===== src/rtl/pipe_stall_ctrl.sv =====
// Pipeline stall controller: merges ID/EX stall requests with the MEM-stage
// bus handshake FSM. Optional STALL_PERF_EN adds stall-cycle counters.
module pipe_stall_ctrl #(
   parameter int TIMEOUT = 255,
   parameter int CNT_W   = 8
) (
   input  logic        clk,
   input  logic        rst,
   input  logic        stallreq_id_i,
   input  logic        stallreq_ex_i,
   input  logic        mem_req_i,
   input  logic        bus_ack_i,
   input  logic [31:0] bus_rdata_i,
   output logic        bus_req_o,
   output logic [31:0] mem_rdata_o,
   output logic        mem_done_o,
   output logic        bus_err_o,
   output logic [5:0]  stall_o
`ifdef STALL_PERF_EN
   ,
   output logic [31:0] stall_cycles_o,
   output logic [31:0] mem_stall_cycles_o
`endif
);

   typedef enum logic [1:0] {
      IDLE = 2'd0,
      WAIT = 2'd1,
      DONE = 2'd2
   } state_t;

   state_t           state;
   state_t           state_nxt;
   logic [CNT_W-1:0] cnt;
   logic             timeout_hit;
   logic             stallreq_mem;

   assign timeout_hit  = (cnt == CNT_W'(TIMEOUT - 1));
   assign stallreq_mem = mem_req_i & (state != DONE);

   always_ff @(posedge clk) begin
      if (rst) begin
         state <= IDLE;
      end else begin
         state <= state_nxt;
      end
   end

   always_comb begin
      state_nxt = state;
      unique case (state)
         IDLE: if (mem_req_i) state_nxt = WAIT;
         WAIT: if (bus_ack_i || timeout_hit) state_nxt = DONE;
         DONE: state_nxt = IDLE;
         default: state_nxt = IDLE;
      endcase
   end

   // Ack is tested first so a same-cycle ack beats the timeout.
   always_ff @(posedge clk) begin
      if (rst) begin
         cnt         <= '0;
         bus_req_o   <= 1'b0;
         mem_rdata_o <= 32'h0;
         bus_err_o   <= 1'b0;
      end else begin
         unique case (state)
            IDLE: begin
               if (mem_req_i) begin
                  cnt       <= '0;
                  bus_req_o <= 1'b1;
               end
            end
            WAIT: begin
               cnt <= cnt + 1'b1;
               if (bus_ack_i) begin
                  mem_rdata_o <= bus_rdata_i;
                  bus_req_o   <= 1'b0;
               end else if (timeout_hit) begin
                  mem_rdata_o <= 32'h0;
                  bus_err_o   <= 1'b1;
                  bus_req_o   <= 1'b0;
               end
            end
            default: ;
         endcase
      end
   end

   always_comb begin
      mem_done_o = (state == DONE);
      if (stallreq_mem) begin
         stall_o = 6'b011111;
      end else if (stallreq_ex_i) begin
         stall_o = 6'b001111;
      end else if (stallreq_id_i) begin
         stall_o = 6'b000111;
      end else begin
         stall_o = 6'b000000;
      end
   end

`ifdef STALL_PERF_EN
   always_ff @(posedge clk) begin
      if (rst) begin
         stall_cycles_o     <= 32'h0;
         mem_stall_cycles_o <= 32'h0;
      end else begin
         if (stall_o != 6'b000000) begin
            stall_cycles_o <= stall_cycles_o + 32'd1;
         end
         if (stallreq_mem) begin
            mem_stall_cycles_o <= mem_stall_cycles_o + 32'd1;
         end
      end
   end
`endif

endmodule


===== config.mk =====
export PLATFORM = sky130hd
export DESIGN_NAME = pipe_stall_ctrl
export DESIGN_NICKNAME = d
export VERILOG_FILES = /design/src/rtl/pipe_stall_ctrl.sv
export SDC_FILE = /design/constraint.sdc
export NUM_CORES = 1
export LEC_CHECK = 0
export ABC_AREA = 1
export BUFFER_PORTS_ARGS = -buffer_cell sky130_fd_sc_hd__buf_2
export CORE_ASPECT_RATIO = 1.1
export CORE_MARGIN = 5
export CORE_UTILIZATION = 40
export CTS_CLUSTER_SIZE = 14
export DETAILED_ROUTE_END_ITERATION = 6
export HOLD_SLACK_MARGIN = 0.08
export PLACE_DENSITY = 0.69
export SLEW_MARGIN = 20
export SYNTH_ARGS = -nofsm -noshare
export SYNTH_HDL_FRONTEND = slang
export SYNTH_SLANG_ARGS = --single-unit

===== constraint.sdc =====
create_clock -name clk -period 1.5 [get_ports clk]
set_clock_uncertainty 0.05 [all_clocks]
set_input_delay 0.075 -clock clk [delete_from_list [all_inputs] [get_ports clk]]
set_output_delay 0.075 -clock clk [all_outputs]
set_load 0.005 [all_outputs]

# Word-level counts from Yosys, hierarchy flattened
# Index checks and enable logic that the tools add are counted.
dict set report op_classes {
  addsub 1
  n_eq_ne 7
  n_mux 14
  n_bitwise 2
  n_reduce_logical 9
}
# operator count
set ops {}
lappend ops {{$mux 32} 2}
lappend ops {{$pmux 8 s2} 1}
lappend ops {{$add 8x1->8 const B} 1}
lappend ops {{$eq 8x8->1 const B} 1}
lappend ops {{$mux 8} 1}
lappend ops {{$ne 2x2->1 const B} 3}
lappend ops {{$reduce_and 2->1} 3}
lappend ops {{$reduce_and 3->1} 2}
lappend ops {{$mux 5} 1}
lappend ops {{$mux 2} 2}
lappend ops {{$mux 4} 1}
lappend ops {{$pmux 2 s2} 1}
lappend ops {{$reduce_bool 2->1} 2}
lappend ops {{$mux 1} 3}
lappend ops {{$mux 3} 1}
lappend ops {{$ne 3x3->1 const B} 1}
lappend ops {{$eq 2x1->1 const B} 1}
lappend ops {{$eq 2x2->1 const B} 1}
lappend ops {{$logic_not 2->1} 1}
lappend ops {{$pmux 1 s2} 1}
lappend ops {{$and 1x1->1} 1}
lappend ops {{$logic_or 1x1->1} 1}
lappend ops {{$not 1->1} 1}
dict set report totals {
  regBits 44
  inputBits 38
  output_inout_bits 41
  elab_cells 38
}

# Depth between registers and ports, before layout
# Gate-level depths: netlist of the first run.
dict set report depth {
  depth_word 4
  mapped_depth 10
  depth_no_buf 9
}

# Worst setup path before layout of the first run
# Ideal clock, no wire load.
dict set report synth_timing {
  path_type {register to register}
  startpoint {register cnt[0]}
  endpoint {register mem_rdata_o[4]}
  setup_time_ns 0.068
  t_arrival_ns 1.189
  t_required_ns 1.382
  path_slack_ns 0.194
  stages_incl_launch_ff 11
  n_path_buf 1
  period_less_slack_ns 1.306
  path_cell_list {dfxtp_1 > inv_1 > ha_1 > inv_1 > nor2_1 > nand2_2 > nand2_2 > nand2_4 > buf_6 > nand2_2 > a21oi_2}
}
dict set report synth_via {
  elab_chain_len 3
}
# element line_no
set synth_rtl {}
lappend synth_rtl {{start: declaration} 34} ;# logic [CNT_W-1:0] cnt;
lappend synth_rtl {{start signal: assignment} 75} ;# cnt <= cnt + 1'b1;
lappend synth_rtl {{$eq 8x8->1} 38} ;# assign timeout_hit = (cnt == CNT_W'(TIMEOUT - 1));
lappend synth_rtl {{$reduce_bool 2->1 (no line)} -}
lappend synth_rtl {{$reduce_and 2->1 (no line)} -}
lappend synth_rtl {{end signal: assignment} 77} ;# mem_rdata_o <= bus_rdata_i;
lappend synth_rtl {{end: declaration} 15} ;# output logic [31:0] mem_rdata_o,
# No other way between the ends.
# A chain may end at the register's enable or synchronous reset.

# Final worst setup path of the first run
dict set report layout_timing {
  startpoint {register state[1]}
  endpoint {output port stall_o[1]}
}
dict set report layout_via {
  elab_chain_len 3
}
# element line_no
set layout_rtl {}
lappend layout_rtl {{start: declaration} 32} ;# state_t state;
lappend layout_rtl {{start signal: assignment} 45} ;# state <= state_nxt;
lappend layout_rtl {{$ne 2x2->1} 39} ;# assign stallreq_mem = mem_req_i & (state != DONE);
lappend layout_rtl {{$and 1x1->1} 39}
lappend layout_rtl {{$mux 5} 92} ;# if (stallreq_mem) begin
lappend layout_rtl {{end: declaration} 18} ;# output logic [5:0] stall_o
# No other way between the ends.

==> results of run 1 <==
[worst reg2reg max path: stages (launching register included)]
cell	delay, ps
dfxtp_2	340
inv_1	50
ha_1	130
inv_1	40
nor2_1	120
nand2_2	100
nand2_4	100
nand2_8	90
clkbuf_16	170
nand2_2	50
a21oi_1	50
[power groups by stage]
stage	registers [mW]	logic (mW)	clock network [mW]
after floorplan	1.26	0.157	0
after global placement	1.26	0.271	0
after detailed placement	1.26	0.273	0
after CTS	1.23	0.347	0.745
after global routing	1.24	0.413	0.803
final	1.23	0.375	0.727
[cell usage after synthesis (3+ instances only)]
cell | n | area, sq um
nand2_1 | 62 | 233
nor2_2 | 3 | 18.8
buf_6 | 6 | 67.6
a21oi_1 | 34 | 170
nand3_1 | 3 | 15.0
dfxtp_1 | 44 | 881
buf_4 | 4 | 30.0
nor2_1 | 8 | 30.0
nand2_2 | 22 | 138
inv_1 | 10 | 37.5
nor3_1 | 3 | 15.0
a21oi_2 | 9 | 78.8
[state kept, by name (all words and copies together) (netlist names)]
| register | count |
|---|---|
| bus_req_o | 1 |
| state | 2 |
| mem_rdata_o | 32 |
| cnt | 8 |
| bus_err_o | 1 |
[cells by family (layout without fill, tap and decap cells)]
group / after synthesis / after routing
AO/OA/AOI/OAI: 47 / 47
adder cells (fa/ha/maj): 2 / 2
buffers and inverters: 25 / 140
flip-flops: 44 / 44
other: 1 / 1
AND/OR/NAND/NOR: 109 / 109
[layout make-up]
type | count | area (sq um) | area share
flip-flops and latches | 44 | 886 | 0.316
repair buffers | 121 | 877 | 0.313
inverters | 11 | 43.8 | 0.0156
clock inverters | 1 | 8.76 | 0.00312
well taps | 56 | 70.1 | 0.0250
multi-input cells | 159 | 842 | 0.300
clock buffers | 7 | 76.3 | 0.0272
[metal layers]
layer / vias to the layer above / GRT usage / wire length (um)
met5: - / 0 / 0
li1: 952 / - / -
met4: 0 / 0.0409 / 39
met3: 6 / 0.0588 / 404
met2: 59 / 0.278 / 2430
met1: 806 / 0.194 / 2130
[path summary, 6_finish.rpt]
kind / to / cells after the start / from
worst max-delay path: stall_o[1] / 6 / state[1]
worst min-delay path: state[0] / 5 / mem_req_i
worst max register to register: mem_rdata_o[6] / 10 / cnt[0]
worst min register to register: mem_rdata_o[18] / 2 / mem_rdata_o[18]
[what timing repair did]
action                                  CTS  global route
gates resized for setup                   3             7
endpoints found under the setup margin    3            27
setup buffers                             2             0
pin swaps                                 0             0
hold buffers                             34             0
gates cloned                              0             3
hold endpoints to repair                 33             0
[stage by stage]
| stage | cell area [sq um] | utilization | hold slack (ps) | setup slack, ps | power, mW |
|---|---|---|---|---|---|
| after floorplan | 1860 | - | 172 | 194 | 1.42 |
| after global placement | 2270 | 0.495 | 279 | 138 | 1.53 |
| after detailed placement | 2270 | 0.495 | 285 | 63.2 | 1.53 |
| after CTS | 2720 | 0.592 | 243 | -28.7 | 2.32 |
| after global routing | 2800 | 0.611 | 316 | -65.2 | 2.45 |
| final | 2800 | 0.611 | 262 | 9.79 | 2.34 |
==> results.sh, run 1 <==
export IMPL_yosysWarnings=0
export IMPL_io_pins=79
export IMPL_htreeDepth=2
export IMPL_dp_hpwl_um=3060
export IMPL_final_cell_mix="buf_2, nand2_1, dfxtp_1, dlygate4sd3_1, a21oi_1"
export IMPL_avgSynthCellArea_sq_um=8.14
export IMPL_firstDrtPassIters=4
export IMPL_leakagePower_nw=1.21
export IMPL_cts_root_buffer="clkbuf_8"
export IMPL_crit_slowest_cell="dfxtp_2"
export IMPL_start_kind="flip-flop"
export IMPL_placed_cells=352
export IMPL_synth_edf_count=0
export IMPL_synth_simple_gate_area_frac=0.277
export IMPL_n_fill_cell=390
export IMPL_hold_viol=0
export IMPL_synthXorXnorAreaFrac=0
export IMPL_p_comb_frac=0.160
export IMPL_gp_congestion=0.767
export IMPL_drtIter0Drc=99
export IMPL_setup_viol=0
export IMPL_drive_gt1_frac=0.405
export IMPL_clock_fmax_mhz=671
export IMPL_antenna_found_initial=0
export IMPL_synth_nets=268
export IMPL_reg2reg_slack_ps=100
export IMPL_start_util=0.405
export IMPL_synth_flop_cell="dfxtp_1"
export IMPL_seq_area_frac_synth=0.474
export IMPL_syn_inst=228
export IMPL_worstPathMaxFanout=3
export IMPL_stdcell_count=399
export IMPL_crit_top_cell="or2_1"
export IMPL_wirelength_um=5000
export IMPL_core_area_sq_um=4590
export IMPL_period_share=0.993
export IMPL_synth_top_family_by_area="simple AND/OR/NAND/NOR gates"
export IMPL_fin_nets=382
export IMPL_num_antenna_cells=0
export IMPL_drc_errors=0
export IMPL_power_density_nw_per_um2=833
export IMPL_clock_sinks=44
export IMPL_syn_area_sq_um=1860
export IMPL_grt_pass1_vias=1795
export IMPL_rows=26
export IMPL_die_w_um=75.0
export IMPL_portBuffers=77
export IMPL_die_h_um=81.5
export IMPL_insertion_delay_ps=290
export IMPL_vias=1823
export IMPL_synth_cell_types=26
export IMPL_ys_seq_elements=44
export IMPL_rsz0062_at_grt="yes"
export IMPL_grt_start_max_net_pins=32
export IMPL_endpoint_kind="output pin"
export IMPL_slew_violations=0
export IMPL_syn_to_final_growth_pct=51.0
export IMPL_cp_top_family="simple AND/OR/NAND/NOR gates"
export IMPL_grtUsageTotal=0.163
export IMPL_clk_pin_slew_ps=80
export IMPL_critPathBufInv=2
export IMPL_die_area_sq_um=6110
export IMPL_crit_chain="inv_2 > nor2_4 > nor2_2 > or2_1 > or2_1 > buf_2"
export IMPL_critPathArrivalTime_ps=1370
export IMPL_cpPeakStageDelay_ps=340
export IMPL_grt_overflow=0
export IMPL_ant_nets=0
export IMPL_cp_data_required_time_ps=1370
export IMPL_hold_class="primary input to flip-flop"
export IMPL_viasPerCell=4.57
export IMPL_yosys_area_share_adder=0.0135
export IMPL_sw_frac_of_total=0.255
export IMPL_ctsLongestPathBuffers=2
export IMPL_power_internal_mw=1.74
export IMPL_synth_compound_area_frac=0.148
export IMPL_clock_power_share=0.312
export IMPL_crit_type="flip-flop to output pin"
export IMPL_wl_per_cell_um=12.5
export IMPL_cts_tree="yes"
export IMPL_muxShareOfSynthArea=0
export IMPL_grt_pass1_wl_um=7800
export IMPL_status="complete, no violations"
export IMPL_layout_commonest_cell="buf_2"
export IMPL_cts_buffers=5
export IMPL_p_sw_uw=595
export IMPL_async_flop_share=0
export IMPL_period_needed_ps=1490
export IMPL_seqPwrFrac=0.528
export IMPL_cap_violations=0
export IMPL_peakVddDrop_v=0.000731
export IMPL_fin_setup_tns_ps=0
Note: power is estimated with default switching activity, not from simulation.
==> run 2, diff against run 1 <==
--- a/config.mk
+++ b/config.mk
@@ -11,3 +11,3 @@
 export CORE_MARGIN = 5
-export CORE_UTILIZATION = 40
+export CORE_UTILIZATION = 47
 export CTS_CLUSTER_SIZE = 14
@@ -15,3 +15,3 @@
 export HOLD_SLACK_MARGIN = 0.08
-export PLACE_DENSITY = 0.69
+export PLACE_DENSITY = 0.79
 export SLEW_MARGIN = 20
==> constraint.sdc (replaced) <==
create_clock -name clk -period 1.5 [get_ports clk]
set_clock_uncertainty 0.05 [all_clocks]
set_input_delay 0.3 -clock clk [delete_from_list [all_inputs] [get_ports clk]]
set_output_delay 0.3 -clock clk [all_outputs]
set_load 0.005 [all_outputs]
==> run 2 against run 1 <==
Critical path type unchanged. Global-route usage fell by 0.22 points. The run now ends with setup timing left. Sequential cell count is the same. Highest routed layer unchanged. Clock power up 29%. Setup slack got worse by 260 ps. Maximum frequency shrank 15%. Wire length down 11%.
==> results.sh, run 2 (synthesis gave the netlist of run 1 again) <==
export IMPL_antenna_found_initial=0
export IMPL_wl_per_cell_um=12.3
export IMPL_grt_start_max_net_pins=35
export IMPL_drtIter0Drc=52
export IMPL_insertion_delay_ps=290
export IMPL_leakagePower_nw=1.08
export IMPL_gp_congestion=0.789
export IMPL_fin_nets=350
export IMPL_clock_fmax_mhz=571
export IMPL_viasPerCell=4.76
export IMPL_cts_root_buffer="clkbuf_8"
export IMPL_wirelength_um=4450
export IMPL_endpoint_kind="output pin"
export IMPL_crit_type="flip-flop to output pin"
export IMPL_core_area_sq_um=3900
export IMPL_ant_nets=0
export IMPL_final_cell_mix="buf_2, nand2_1, dfxtp_1, a21oi_1, nand2_2"
export IMPL_period_share=1.17
export IMPL_cts_buffers=5
export IMPL_holdWs_ps=202
export IMPL_grt_pass1_wl_um=7180
export IMPL_placed_cells=349
export IMPL_htreeDepth=2
export IMPL_die_w_um=69.9
export IMPL_portBuffers=77
export IMPL_vias=1728
export IMPL_start_kind="flip-flop"
export IMPL_grt_overflow=0
export IMPL_largest_reg_flops=32
export IMPL_setup_viol=4
export IMPL_io_pins=79
export IMPL_peakVddDrop_v=0.000959
export IMPL_die_h_um=75.9
export IMPL_clk_pin_slew_ps=90
export IMPL_grt_met3_usage=0.0701
export IMPL_ctsLongestPathBuffers=2
export IMPL_power_density_nw_per_um2=1000
export IMPL_grt_use_met1=0.185
export IMPL_hold_viol=0
export IMPL_slew_violations=0
export IMPL_violations="setup timing"
export IMPL_cts_hold_buf=0
export IMPL_stdcell_count=363
export IMPL_die_area_sq_um=5310
export IMPL_top_usage_layer="met2"
export IMPL_worstPathMaxFanout=3
export IMPL_firstDrtPassIters=4
export IMPL_drc_errors=0
export IMPL_fin_setup_tns_ps=-878
export IMPL_reg_top3="mem_rdata_o: 32 flops, cnt: 8 flops, state: 2 flops"
export IMPL_final_setup_worst_slack_ps=-252
export IMPL_max_flop_register="mem_rdata_o"
export IMPL_hold_class="primary input to flip-flop"
export IMPL_grt_pass1_vias=1715
export IMPL_start_util=0.476
export IMPL_clock_sinks=44
export IMPL_power_mw=2.46
export IMPL_grtUsageTotal=0.161
export IMPL_rsz0062_at_grt="yes"
export IMPL_cts_tree="yes"
export IMPL_critPathArrivalTime_ps=1400
export IMPL_syn_to_final_growth_pct=31.8
export IMPL_fin_util=0.627
export IMPL_cp_data_required_time_ps=1150
export IMPL_globalRouteMet2Util=0.267
export IMPL_rows=24
export IMPL_dp_hpwl_um=3060
export IMPL_drive_gt1_frac=0.457
export IMPL_cap_violations=0
export IMPL_num_antenna_cells=0
export IMPL_period_needed_ps=1750
export IMPL_layout_commonest_cell="buf_2"
export IMPL_status="finished, violations left"
-- run 2: worst max-delay path: stages, from the launching register on --
cell and delay, ps:
dfxtp_2 340, inv_2 40, nor2_2 90, nor2_1 60, or2_1 220, or2_1 230, buf_2 130
-- run 2: power breakdown --
group          total, mW  internal (mW)  switching, mW  leakage (nW)
Combinational      0.293          0.134          0.158         0.662
Clock              0.938          0.545          0.393        0.0614
Sequential          1.23           1.21         0.0221         0.358
Total               2.46           1.89          0.573          1.08
-- run 2: path summary, 6_finish.rpt --
| check | depth (start not counted) | end | from | slack [ps] |
|---|---|---|---|---|
| min | 3 | mem_rdata_o[31] | bus_rdata_i[31] | 200 |
| min reg2reg | 2 | mem_rdata_o[1] | mem_rdata_o[1] | 410 |
| max | 6 | stall_o[1] | state[1] | -250 |
| max reg2reg | 9 | mem_rdata_o[20] | state[1] | 60 |
-- run 2: what timing repair did --
item / in CTS / in global routing
cloned: 0 / 1
gates resized for setup: 3 / 3
hold endpoints to repair: 0 / 0
buffers inserted: 3 / 2
endpoints found under the setup margin: 4 / 20
-- run 2: layout make-up --
class	count	area [sq um]
Clock buffer	6	82.6
Clock inverter	2	38.8
Fill cell	372	1460
Inverter	11	43.8
Multi-Input combinational cell	159	820
Sequential cell	44	886
Tap cell	52	65.1
Timing Repair Buffer	89	512
-- run 2: through the flow --
stage / worst slack (ps) / area (sq um)
after floorplan: 7.02 / 1860
after global placement: 96.2 / 2250
after detailed placement: 67.4 / 2250
after CTS: -224 / 2400
after global routing: -359 / 2450
final: -252 / 2450
-- run 2: metal layers --
layer,vias to the layer above,wire length [um],share of wire
met4,0,72,0.016
met5,-,0,0
li1,883,-,-
met3,8,437,0.098
met2,68,2000,0.45
met1,769,1940,0.43
==> run 3, diff against run 2 <==
SETUP_SLACK_MARGIN = 0.1   (was unset)
clock period = 1.7 ns   (was 1.5 ns; I/O delays follow)
==> run 3 against run 2 <==
The flow still finishes with violations (setup timing). Die area unchanged. Wire length down 8.2%. Critical path depth did not move. Critical path type unchanged. Highest routed layer unchanged.
==> results.sh, run 3 (synthesis gave the netlist of run 1 again) <==
export IMPL_setup_viol=3
export IMPL_max_flop_register="mem_rdata_o"
export IMPL_grt_pass1_wl_um=6840
export IMPL_place_area_sq_um=2240
export IMPL_die_area_sq_um=5310
export IMPL_wl_per_cell_um=11.4
export IMPL_critPathArrivalTime_ps=1380
export IMPL_final_setup_worst_slack_ps=-66.7
export IMPL_peakVddDrop_v=0.000666
export IMPL_crit_top_cell="or2_1"
export IMPL_firstDrtPassIters=4
export IMPL_leakagePower_nw=1.04
export IMPL_worstPathMaxFanout=3
export IMPL_clk_pin_slew_ps=80
export IMPL_start_util=0.476
export IMPL_viasPerCell=4.75
export IMPL_cpPeakStageDelay_ps=340
export IMPL_cap_violations=0
export IMPL_reg_top3="mem_rdata_o: 32 flops, cnt: 8 flops, state: 2 flops"
export IMPL_holdWs_ps=247
export IMPL_io_pins=79
export IMPL_ctsLongestPathBuffers=2
export IMPL_clock_fmax_mhz=566
export IMPL_rows=24
export IMPL_syn_to_final_growth_pct=28.4
export IMPL_cp_top_family="simple AND/OR/NAND/NOR gates"
export IMPL_crit_type="flip-flop to output pin"
export IMPL_hold_class="primary input to flip-flop"
export IMPL_drive_gt1_frac=0.444
export IMPL_htreeDepth=2
export IMPL_largest_reg_flops=32
export IMPL_grt_start_max_net_pins=35
export IMPL_rsz0062_at_grt="yes"
export IMPL_critPathBufInv=2
export IMPL_drc_errors=0
export IMPL_slew_violations=0
export IMPL_final_cell_mix="buf_2, nand2_1, dfxtp_1, a21oi_1, nand2_2"
export IMPL_period_share=1.04
export IMPL_cts_root_buffer="clkbuf_8"
export IMPL_gp_congestion=0.793
export IMPL_period_needed_ps=1770
export IMPL_rr_startpoint="state[0]"
export IMPL_hold_viol=0
export IMPL_die_w_um=69.9
export IMPL_core_area_sq_um=3900
export IMPL_crit_slowest_cell="dfxtp_2"
export IMPL_layout_commonest_cell="buf_2"
export IMPL_portBuffers=77
export IMPL_antenna_found_initial=0
export IMPL_clock_sinks=44
export IMPL_grt_pass1_vias=1625
export IMPL_wirelength_um=4090
export IMPL_grtUsageTotal=0.154
export IMPL_cp_data_required_time_ps=1310
export IMPL_num_antenna_cells=0
export IMPL_insertion_delay_ps=280
export IMPL_grt_overflow=0
export IMPL_cts_buffers=5
export IMPL_fin_area_sq_um=2380
export IMPL_violations="setup timing"
export IMPL_hp_start="bus_rdata_i[6]"
export IMPL_endpoint_kind="output pin"
export IMPL_vias=1702
export IMPL_cts_hold_buf=0
export IMPL_power_density_nw_per_um2=866
export IMPL_ant_nets=0
export IMPL_cts_tree="yes"
export IMPL_drtIter0Drc=62
export IMPL_die_h_um=75.9
export IMPL_fin_setup_tns_ps=-195
export IMPL_dp_hpwl_um=2920
export IMPL_worstSetupStartpoint="state[1]"
export IMPL_pre_cts_ws_ps=174
export IMPL_start_kind="flip-flop"
export IMPL_status="finished, violations left"
export IMPL_crit_chain="inv_2 > nor2_4 > nor2_2 > or2_1 > or2_1 > buf_2"
export IMPL_fin_nets=347
-- run 3: changes by cell type in the layout (fill, tap and decap cells not counted), sizes merged --
cell	previous run	this run
clkbuf	7	5
buf	88	86
clkinv	1	0
-- run 3: what timing repair did --
item                       CTS  global route
setup endpoints to repair    4            14
resized for setup            4             3
setup buffers                2             2
-- run 3: final cells by class --
class                   count  area, sq um
clock buffers               5         68.8
multi-input cells         159          825
fillers                   365         1520
inverters                  11         43.8
repair buffers             86          465
well taps                  52         65.1
flip-flops and latches     44          887
clock inverters             1         30.0
-- run 3: worst paths after layout --
path                            cells after the start               to  slack, ps
worst max-delay path                                6       stall_o[0]        -70
worst min-delay path                                3   mem_rdata_o[6]        250
worst max register to register                      6           cnt[6]        240
worst min register to register                      2  mem_rdata_o[22]        410
-- run 3: per-stage QoR --
step,cells,util,power (mW)
6_report,358,0.611,2.06
4_1_cts,356,0.605,2.09
3_3_place_gp,348,0.574,1.34
5_1_grt,358,0.611,2.18
3_5_place_dp,348,0.574,1.34
2_1_floorplan,228,-,1.25
-- run 3: power breakdown --
group	switching [mW]	leakage [nW]	internal, mW
Clock	0.315	0.0501	0.421
Combinational	0.131	0.636	0.110
Sequential	0.0220	0.358	1.06
Total	0.468	1.04	1.60
-- run 3: worst register-to-register path, stage by stage, from the launching register on --
cell	delay [ps]
dfxtp_4	350
buf_4	120
buf_4	130
nor3_1	280
inv_1	210
a21oi_1	180
nor2_1	50
-- run 3: layer usage --
metal / GRT usage / up-vias / share of wire
li1: - / 875 / -
met1: 0.179 / 758 / 0.43
met2: 0.266 / 63 / 0.48
met3: 0.0542 / 6 / 0.084
met4: 0.0460 / 0 / 0.012
met5: 0 / - / 0
